`src/rtl/sd_cmd_rx_if.sv`:
```
// SD CMD receive bus: raw SD pins and receive enable in, decoded command token out.
interface sd_cmd_rx_if;
  logic        i_sd_clk;
  logic        i_sd_cmd;
  logic        i_rx_en;
  logic        o_valid;
  logic [5:0]  o_cmd_index;
  logic [31:0] o_arg;
  logic        o_crc_err;
  logic        o_frame_err;
  logic        o_busy;

  modport master (
    output i_sd_clk, i_sd_cmd, i_rx_en,
    input  o_valid, o_cmd_index, o_arg, o_crc_err, o_frame_err, o_busy
  );

  modport slave (
    input  i_sd_clk, i_sd_cmd, i_rx_en,
    output o_valid, o_cmd_index, o_arg, o_crc_err, o_frame_err, o_busy
  );
endinterface

```
`src/rtl/sd_cmd_rx.sv`:
```
// SD command-line receiver: oversamples SD_CLK/CMD, deserialises 48-bit host
// tokens, checks framing and CRC7, and strobes index/argument for one cycle.
module sd_cmd_rx #(
  parameter int SYNC_STAGES = 2
) (
  input  logic        i_clk,
  input  logic        i_rst,
  sd_cmd_rx_if.slave  bus
);

  typedef enum logic [1:0] {
    ST_IDLE  = 2'd0,
    ST_RECV  = 2'd1,
    ST_CHECK = 2'd2,
    ST_DONE  = 2'd3
  } state_t;

  // CRC7 (x^7 + x^3 + 1, init 0) over the 40 token bits ahead of the CRC field, MSB first
  function automatic logic [6:0] crc7(input logic [39:0] data);
    logic [6:0] crc;
    logic       fb;
    crc = 7'd0;
    for (int i = 39; i >= 0; i--) begin
      fb  = data[i] ^ crc[6];
      crc = {crc[5:0], 1'b0} ^ (fb ? 7'h09 : 7'h00);
    end
    return crc;
  endfunction

  state_t                 state_q, state_d;
  logic [SYNC_STAGES-1:0] sd_clk_sync_q, sd_clk_sync_d;
  logic [SYNC_STAGES-1:0] sd_cmd_sync_q, sd_cmd_sync_d;
  logic                   sd_clk_prev_q, sd_clk_prev_d;
  logic [47:0]            shift_q, shift_d;
  logic [5:0]             bit_cnt_q, bit_cnt_d;
  logic                   valid_q, valid_d;
  logic                   busy_q, busy_d;
  logic [5:0]             cmd_index_q, cmd_index_d;
  logic [31:0]            arg_q, arg_d;
  logic                   crc_err_q, crc_err_d;
  logic                   frame_err_q, frame_err_d;

  logic                   sd_clk_s;
  logic                   cmd_s;
  logic                   sample_stb;

  // Synchroniser shift and rising-edge detection on the synced SD clock
  always_comb begin
    sd_clk_sync_d = {sd_clk_sync_q[SYNC_STAGES-2:0], bus.i_sd_clk};
    sd_cmd_sync_d = {sd_cmd_sync_q[SYNC_STAGES-2:0], bus.i_sd_cmd};
    sd_clk_s      = sd_clk_sync_q[SYNC_STAGES-1];
    cmd_s         = sd_cmd_sync_q[SYNC_STAGES-1];
    sd_clk_prev_d = sd_clk_s;
    sample_stb    = sd_clk_s & ~sd_clk_prev_q;
  end

  // Receive FSM: next state, shift register, bit counter and output registers
  always_comb begin
    state_d     = state_q;
    shift_d     = shift_q;
    bit_cnt_d   = bit_cnt_q;
    valid_d     = 1'b0;
    busy_d      = busy_q;
    cmd_index_d = cmd_index_q;
    arg_d       = arg_q;
    crc_err_d   = crc_err_q;
    frame_err_d = frame_err_q;
    case (state_q)
      ST_IDLE: begin
        if (sample_stb && bus.i_rx_en && !cmd_s) begin
          shift_d   = {shift_q[46:0], cmd_s};
          bit_cnt_d = 6'd1;
          busy_d    = 1'b1;
          state_d   = ST_RECV;
        end else begin
          state_d = ST_IDLE;
        end
      end
      ST_RECV: begin
        // Dropping receive enable abandons the token without touching the outputs
        if (!bus.i_rx_en) begin
          busy_d  = 1'b0;
          state_d = ST_IDLE;
        end else if (sample_stb) begin
          shift_d   = {shift_q[46:0], cmd_s};
          bit_cnt_d = bit_cnt_q + 6'd1;
          if (bit_cnt_q == 6'd47) begin
            state_d = ST_CHECK;
          end else begin
            state_d = ST_RECV;
          end
        end else begin
          state_d = ST_RECV;
        end
      end
      ST_CHECK: begin
        cmd_index_d = shift_q[45:40];
        arg_d       = shift_q[39:8];
        crc_err_d   = (crc7(shift_q[47:8]) != shift_q[7:1]);
        frame_err_d = ~shift_q[46] | ~shift_q[0];
        valid_d     = 1'b1;
        busy_d      = 1'b0;
        state_d     = ST_DONE;
      end
      ST_DONE: begin
        bit_cnt_d = 6'd0;
        state_d   = ST_IDLE;
      end
      default: begin
        busy_d  = 1'b0;
        state_d = ST_IDLE;
      end
    endcase
  end

  // State and datapath registers
  always_ff @(posedge i_clk or posedge i_rst) begin
    if (i_rst) begin
      state_q       <= ST_IDLE;
      sd_clk_sync_q <= {SYNC_STAGES{1'b1}};
      sd_cmd_sync_q <= {SYNC_STAGES{1'b1}};
      sd_clk_prev_q <= 1'b1;
      shift_q       <= 48'd0;
      bit_cnt_q     <= 6'd0;
      valid_q       <= 1'b0;
      busy_q        <= 1'b0;
      cmd_index_q   <= 6'd0;
      arg_q         <= 32'd0;
      crc_err_q     <= 1'b0;
      frame_err_q   <= 1'b0;
    end else begin
      state_q       <= state_d;
      sd_clk_sync_q <= sd_clk_sync_d;
      sd_cmd_sync_q <= sd_cmd_sync_d;
      sd_clk_prev_q <= sd_clk_prev_d;
      shift_q       <= shift_d;
      bit_cnt_q     <= bit_cnt_d;
      valid_q       <= valid_d;
      busy_q        <= busy_d;
      cmd_index_q   <= cmd_index_d;
      arg_q         <= arg_d;
      crc_err_q     <= crc_err_d;
      frame_err_q   <= frame_err_d;
    end
  end

  assign bus.o_valid     = valid_q;
  assign bus.o_busy      = busy_q;
  assign bus.o_cmd_index = cmd_index_q;
  assign bus.o_arg       = arg_q;
  assign bus.o_crc_err   = crc_err_q;
  assign bus.o_frame_err = frame_err_q;

endmodule

```
`src/flat_wrapper.sv`:
```
// flat-port wrapper written by rule: the top's interface ports become plain ports
module sd_cmd_rx_flat 
#(
  parameter int SYNC_STAGES = 2
)
  (i_clk, i_rst, bus_i_sd_clk, bus_i_sd_cmd, bus_i_rx_en, bus_o_valid, bus_o_cmd_index, bus_o_arg, bus_o_crc_err, bus_o_frame_err, bus_o_busy);
  sd_cmd_rx_if bus_i ();
  input  logic i_clk;
  input  logic i_rst;
  input wire logic [$bits(bus_i.i_sd_clk)-1:0] bus_i_sd_clk;
  input wire logic [$bits(bus_i.i_sd_cmd)-1:0] bus_i_sd_cmd;
  input wire logic [$bits(bus_i.i_rx_en)-1:0] bus_i_rx_en;
  output wire logic [$bits(bus_i.o_valid)-1:0] bus_o_valid;
  output wire logic [$bits(bus_i.o_cmd_index)-1:0] bus_o_cmd_index;
  output wire logic [$bits(bus_i.o_arg)-1:0] bus_o_arg;
  output wire logic [$bits(bus_i.o_crc_err)-1:0] bus_o_crc_err;
  output wire logic [$bits(bus_i.o_frame_err)-1:0] bus_o_frame_err;
  output wire logic [$bits(bus_i.o_busy)-1:0] bus_o_busy;
  assign bus_i.i_sd_clk = bus_i_sd_clk;
  assign bus_i.i_sd_cmd = bus_i_sd_cmd;
  assign bus_i.i_rx_en = bus_i_rx_en;
  assign bus_o_valid = bus_i.o_valid;
  assign bus_o_cmd_index = bus_i.o_cmd_index;
  assign bus_o_arg = bus_i.o_arg;
  assign bus_o_crc_err = bus_i.o_crc_err;
  assign bus_o_frame_err = bus_i.o_frame_err;
  assign bus_o_busy = bus_i.o_busy;
  sd_cmd_rx #(.SYNC_STAGES(SYNC_STAGES)) u_core (.i_clk(i_clk), .i_rst(i_rst), .bus(bus_i));
endmodule
```
`config.mk`:
```
export PLATFORM = sky130hd
export DESIGN_NAME = sd_cmd_rx_flat
export DESIGN_NICKNAME = d
export VERILOG_FILES = /design/src/rtl/sd_cmd_rx_if.sv /design/src/rtl/sd_cmd_rx.sv /design/src/flat_wrapper.sv
export SDC_FILE = /design/constraint.sdc
export NUM_CORES = 1
export LEC_CHECK = 0
export BUFFER_PORTS_ARGS = -buffer_cell sky130_fd_sc_hd__buf_2
export CORE_UTILIZATION = 50
export DETAILED_ROUTE_END_ITERATION = 7
export MAX_ROUTING_LAYER = met4
export PLACE_DENSITY = 0.69
export SETUP_SLACK_MARGIN = 0.3
export SLEW_MARGIN = 5
export SYNTH_ARGS = -nofsm -noshare
export SYNTH_HDL_FRONTEND = slang
export SYNTH_SLANG_ARGS = --single-unit
export TNS_END_PERCENT = 1
```
`constraint.sdc`:
```
create_clock -name i_clk -period 4.3 [get_ports i_clk]
set_input_delay 0.43 -clock i_clk [delete_from_list [all_inputs] [get_ports i_clk]]
set_output_delay 0.43 -clock i_clk [all_outputs]
set_load 0.03 [all_outputs]
```
==> impl_metrics.toml <==
[synth]
synthXorXnorAreaFrac_pct = 17.86
yosys.area_share.adder_pct = 1.535
synth_cell_types = 40
ys.flop_type = "dfrtp_1"
synth_edf_count = 0
synth_simple_gate_area_share_pct = 3.428
syn_area_per_cell_um2 = 14.39
synthMuxAreaShare_pct = 20.18
ys_top_cells_by_area = "dfrtp_1 (50%), mux2_2 (20%), xnor2_1 (7.3%), xnor3_1 (5.1%), dfstp_2 (2.7%)"
syn-num-nets = 351
synth_top_family_by_area = "multiplexers"
synth_area_leader_cell = "dfrtp_1"
synth.top_cell.area_share_pct = 50.14
netlist_area_um2 = 4891
yosysWarnings = 0
ys_async_sr_fraction_pct = 100.0
ys_seq_area_share_pct = 52.83
netlist_instances = 340
ys_ff_latch = 103
synth_compound_area_share_pct = 2.584

[grt]
grt_max_degree = 76
grt_pass1_vias = 2801
antenna_found_initial = 0
grt_pass1_wl_um = 14250
overflow = 0
grt_use_total_pct = 19.23

[timing]
slew_violations = 0
clock-skew-final_ps = 7.820
relSlewSlack_pct = 25.13
setup_viol_count_final = 0
grt_setup_unrepaired = "false"
max_freq_mhz = 344.0
hold_slack_ps = 160.2
period_share_pct = 67.61
min_period_ps = 2907
finalHoldViolCount = 0
setup_tns_ps = 0
worstMarginPinSlew_ps = 1123

[critical_path]
critPathRequiredTime_ps = 4540
critPathCaptureType = "register"
cp_max_fo = 5
max_stage_delay_ps = 520
cpMaxStageDelayCell = "xnor3_1"
crit_type = "register to register"
r2r_cells = 7
r2r_slack_ps = 1390
setup.worst_path.end = "u_core.bus.o_crc_err"
arrival_ps = 3150
start_kind = "register"
path_cells = "xnor2_1 > xnor3_1 > xnor2_1 > xnor3_1 > or4_1 > mux2i_1 > a31oi_1"
reg2reg_from = "u_core.shift_q[44]"
timing.rr.end = "u_core.bus.o_crc_err"
startpoint = "u_core.shift_q[44]"

[clock_network]
cts_max_level = 3
max-clock-path-buffers = 2
postCtsSetupBuffers = 0
cts_resized = 0
cts_buffers = 9
cts-root-buf = "clkbuf_8"
ctsHoldBuffers = 0
worstSkewPairLatency_ps = 360
cts_tree = "done"
clk_pin_slew_worst_paths_ps = 90
cts_sinks = 103

[route]
drtPass1Iterations = 4
wl_met1_um = 3913
drt_iter0_markers = 75
wl_per_cell_um = 16.02
drc = 0
top_layer = "met4"
vias = 2696
drtAntennaViolNets = 0
drt-vias-per-instance = 5.205
wl_met2_um = 4014
wirelength_um = 8300
met3_length_um = 298

[power]
p_clk_share_pct = 25.8
power.share.sequential_pct = 46.4
p_leak_nw = 2.803
power_density_nw_per_um2 = 456.9
power.total_mw = 2.494
p_sw_mw = 0.7338
p_sw_share_pct = 29.43
ir_drop_v = 0.0002442
p_int_mw = 1.760
p_comb_share_pct = 27.7

[place]
dp_cells = 502
dp_hpwl_um = 5795
io_buffer_count = 46
place_congestion = 0.8485

[layout]
nNetsFinal = 395
fillerInstances = 814
num_antenna_cells = 0
area_growth_pct = 11.59
drive_above_1_share_pct = 40.87
fin_cells = 518

[die]
dieArea_um2 = 10180
core_area_um2 = 9371
rows = 35
start_util_pct = 52.19
pin_count = 47
die_width_um = 100.9
fp.dieH_um = 100.9

[hold_path]
hp-class = "input port to register"

[run_status]
status = "finished clean"

[flow_run]
cap_violations = 0
## per-layer routing
layer,global-route usage (%),vias to the layer above
met2,31.09,50
met5,-,-
met3,4.716,5
met1,24.45,1373
li1,-,1268
met4,4.905,0
## power groups by stage
stage | registers, mW | clock network (mW) | logic, mW
6_report | 1.16 | 0.644 | 0.692
5_1_grt | 1.17 | 0.700 | 0.766
4_1_cts | 1.16 | 0.668 | 0.700
3_5_place_dp | 1.18 | 0 | 0.698
3_3_place_gp | 1.17 | 0 | 0.680
2_1_floorplan | 1.15 | 0 | 0.601
## cell usage in the layout (no fill, tap or decap), drive strengths merged, types with 3 or more instances in the layout
master / instances
clkbuf: 11
nand3: 4
nand2: 9
dfrtp: 98
nor2: 7
buf: 48
a21oi: 3
dfstp: 5
xnor3: 13
mux2i: 3
o21ai: 5
xor3: 4
xor2: 13
mux2: 85
inv: 6
or2: 3
ha: 6
a31oi: 3
xnor2: 41
## synth_stat cells, types with 2 or more instances
cell type	instances
nor2b_1	2
buf_2	2
inv_1	5
xnor3_1	11
o21ai_0	5
mux2_2	85
dfstp_2	5
dfrtp_1	98
ha_1	6
a21oi_1	3
buf_1	8
nand3_1	4
clkbuf_1	5
nand2_1	9
xor2_1	12
or2_2	2
nor2_1	7
mux2i_1	3
a22o_1	2
xor3_1	4
xnor2_1	41
a31oi_1	3
## sequential cells by signal, indices dropped and copies added, names as in the netlist, named ones only
register / cells
u_core.bit_cnt_q: 6
u_core.bus.o_arg: 32
u_core.bus.o_busy: 1
u_core.bus.o_cmd_index: 6
u_core.bus.o_crc_err: 1
u_core.bus.o_frame_err: 1
u_core.bus.o_valid: 1
u_core.sd_clk_prev_q: 1
u_core.sd_clk_sync_q: 2
u_core.sd_cmd_sync_q: 2
u_core.shift_q: 48
u_core.state_q: 1
## cell families (layout without fill, tap and decap cells)
family	after synthesis	in the layout
compound gates	19	19
simple gates	33	33
mux	88	88
buf+inv	20	69
flops	103	103
fa+ha+maj	6	6
xor+xnor	71	71
## layout make-up
type | count | area, µm² | share of cell area, %
clock buffers | 11 | 131.4 | 2.407
clock inverters | 5 | 82.58 | 1.513
inverters | 5 | 21.27 | 0.3897
multi-input cells | 217 | 2232 | 40.90
flip-flops and latches | 103 | 2584 | 47.34
well taps | 129 | 161.4 | 2.957
repair buffers | 48 | 245.2 | 4.493
## per-stage QoR
step	setup slack [ps]	util [%]	instance area, µm²
3_3_place_gp	1449	55.95	5244
4_1_cts	1359	58.24	5458
2_1_floorplan	1174	-	4891
5_1_grt	1213	58.24	5458
6_report	1393	58.24	5458
3_5_place_dp	1386	55.95	5244
## how the worst min path moves through the flow
stage                                 start                      end  slack (ps)  depth (start not counted)
global placement    u_core.sd_clk_sync_q[0]  u_core.sd_clk_sync_q[1]         350                          0
detailed placement  u_core.sd_clk_sync_q[0]  u_core.sd_clk_sync_q[1]         350                          0
CTS                            bus_i_sd_cmd  u_core.sd_cmd_sync_q[0]         140                          1
global route                   bus_i_sd_cmd  u_core.sd_cmd_sync_q[0]         130                          1
floorplan           u_core.sd_clk_sync_q[0]  u_core.sd_clk_sync_q[1]         350                          0
finish                         bus_i_sd_cmd  u_core.sd_cmd_sync_q[0]         160                          1
## critical path: cells and delay by family, from the launching register on
kind | cells | cell delay [ps]
mux | 1 | 150
simple gates | 1 | 480
compound gates | 1 | 90
xor+xnor | 4 | 1620
flops | 1 | 440
Note: power is estimated with default switching activity, not from simulation.
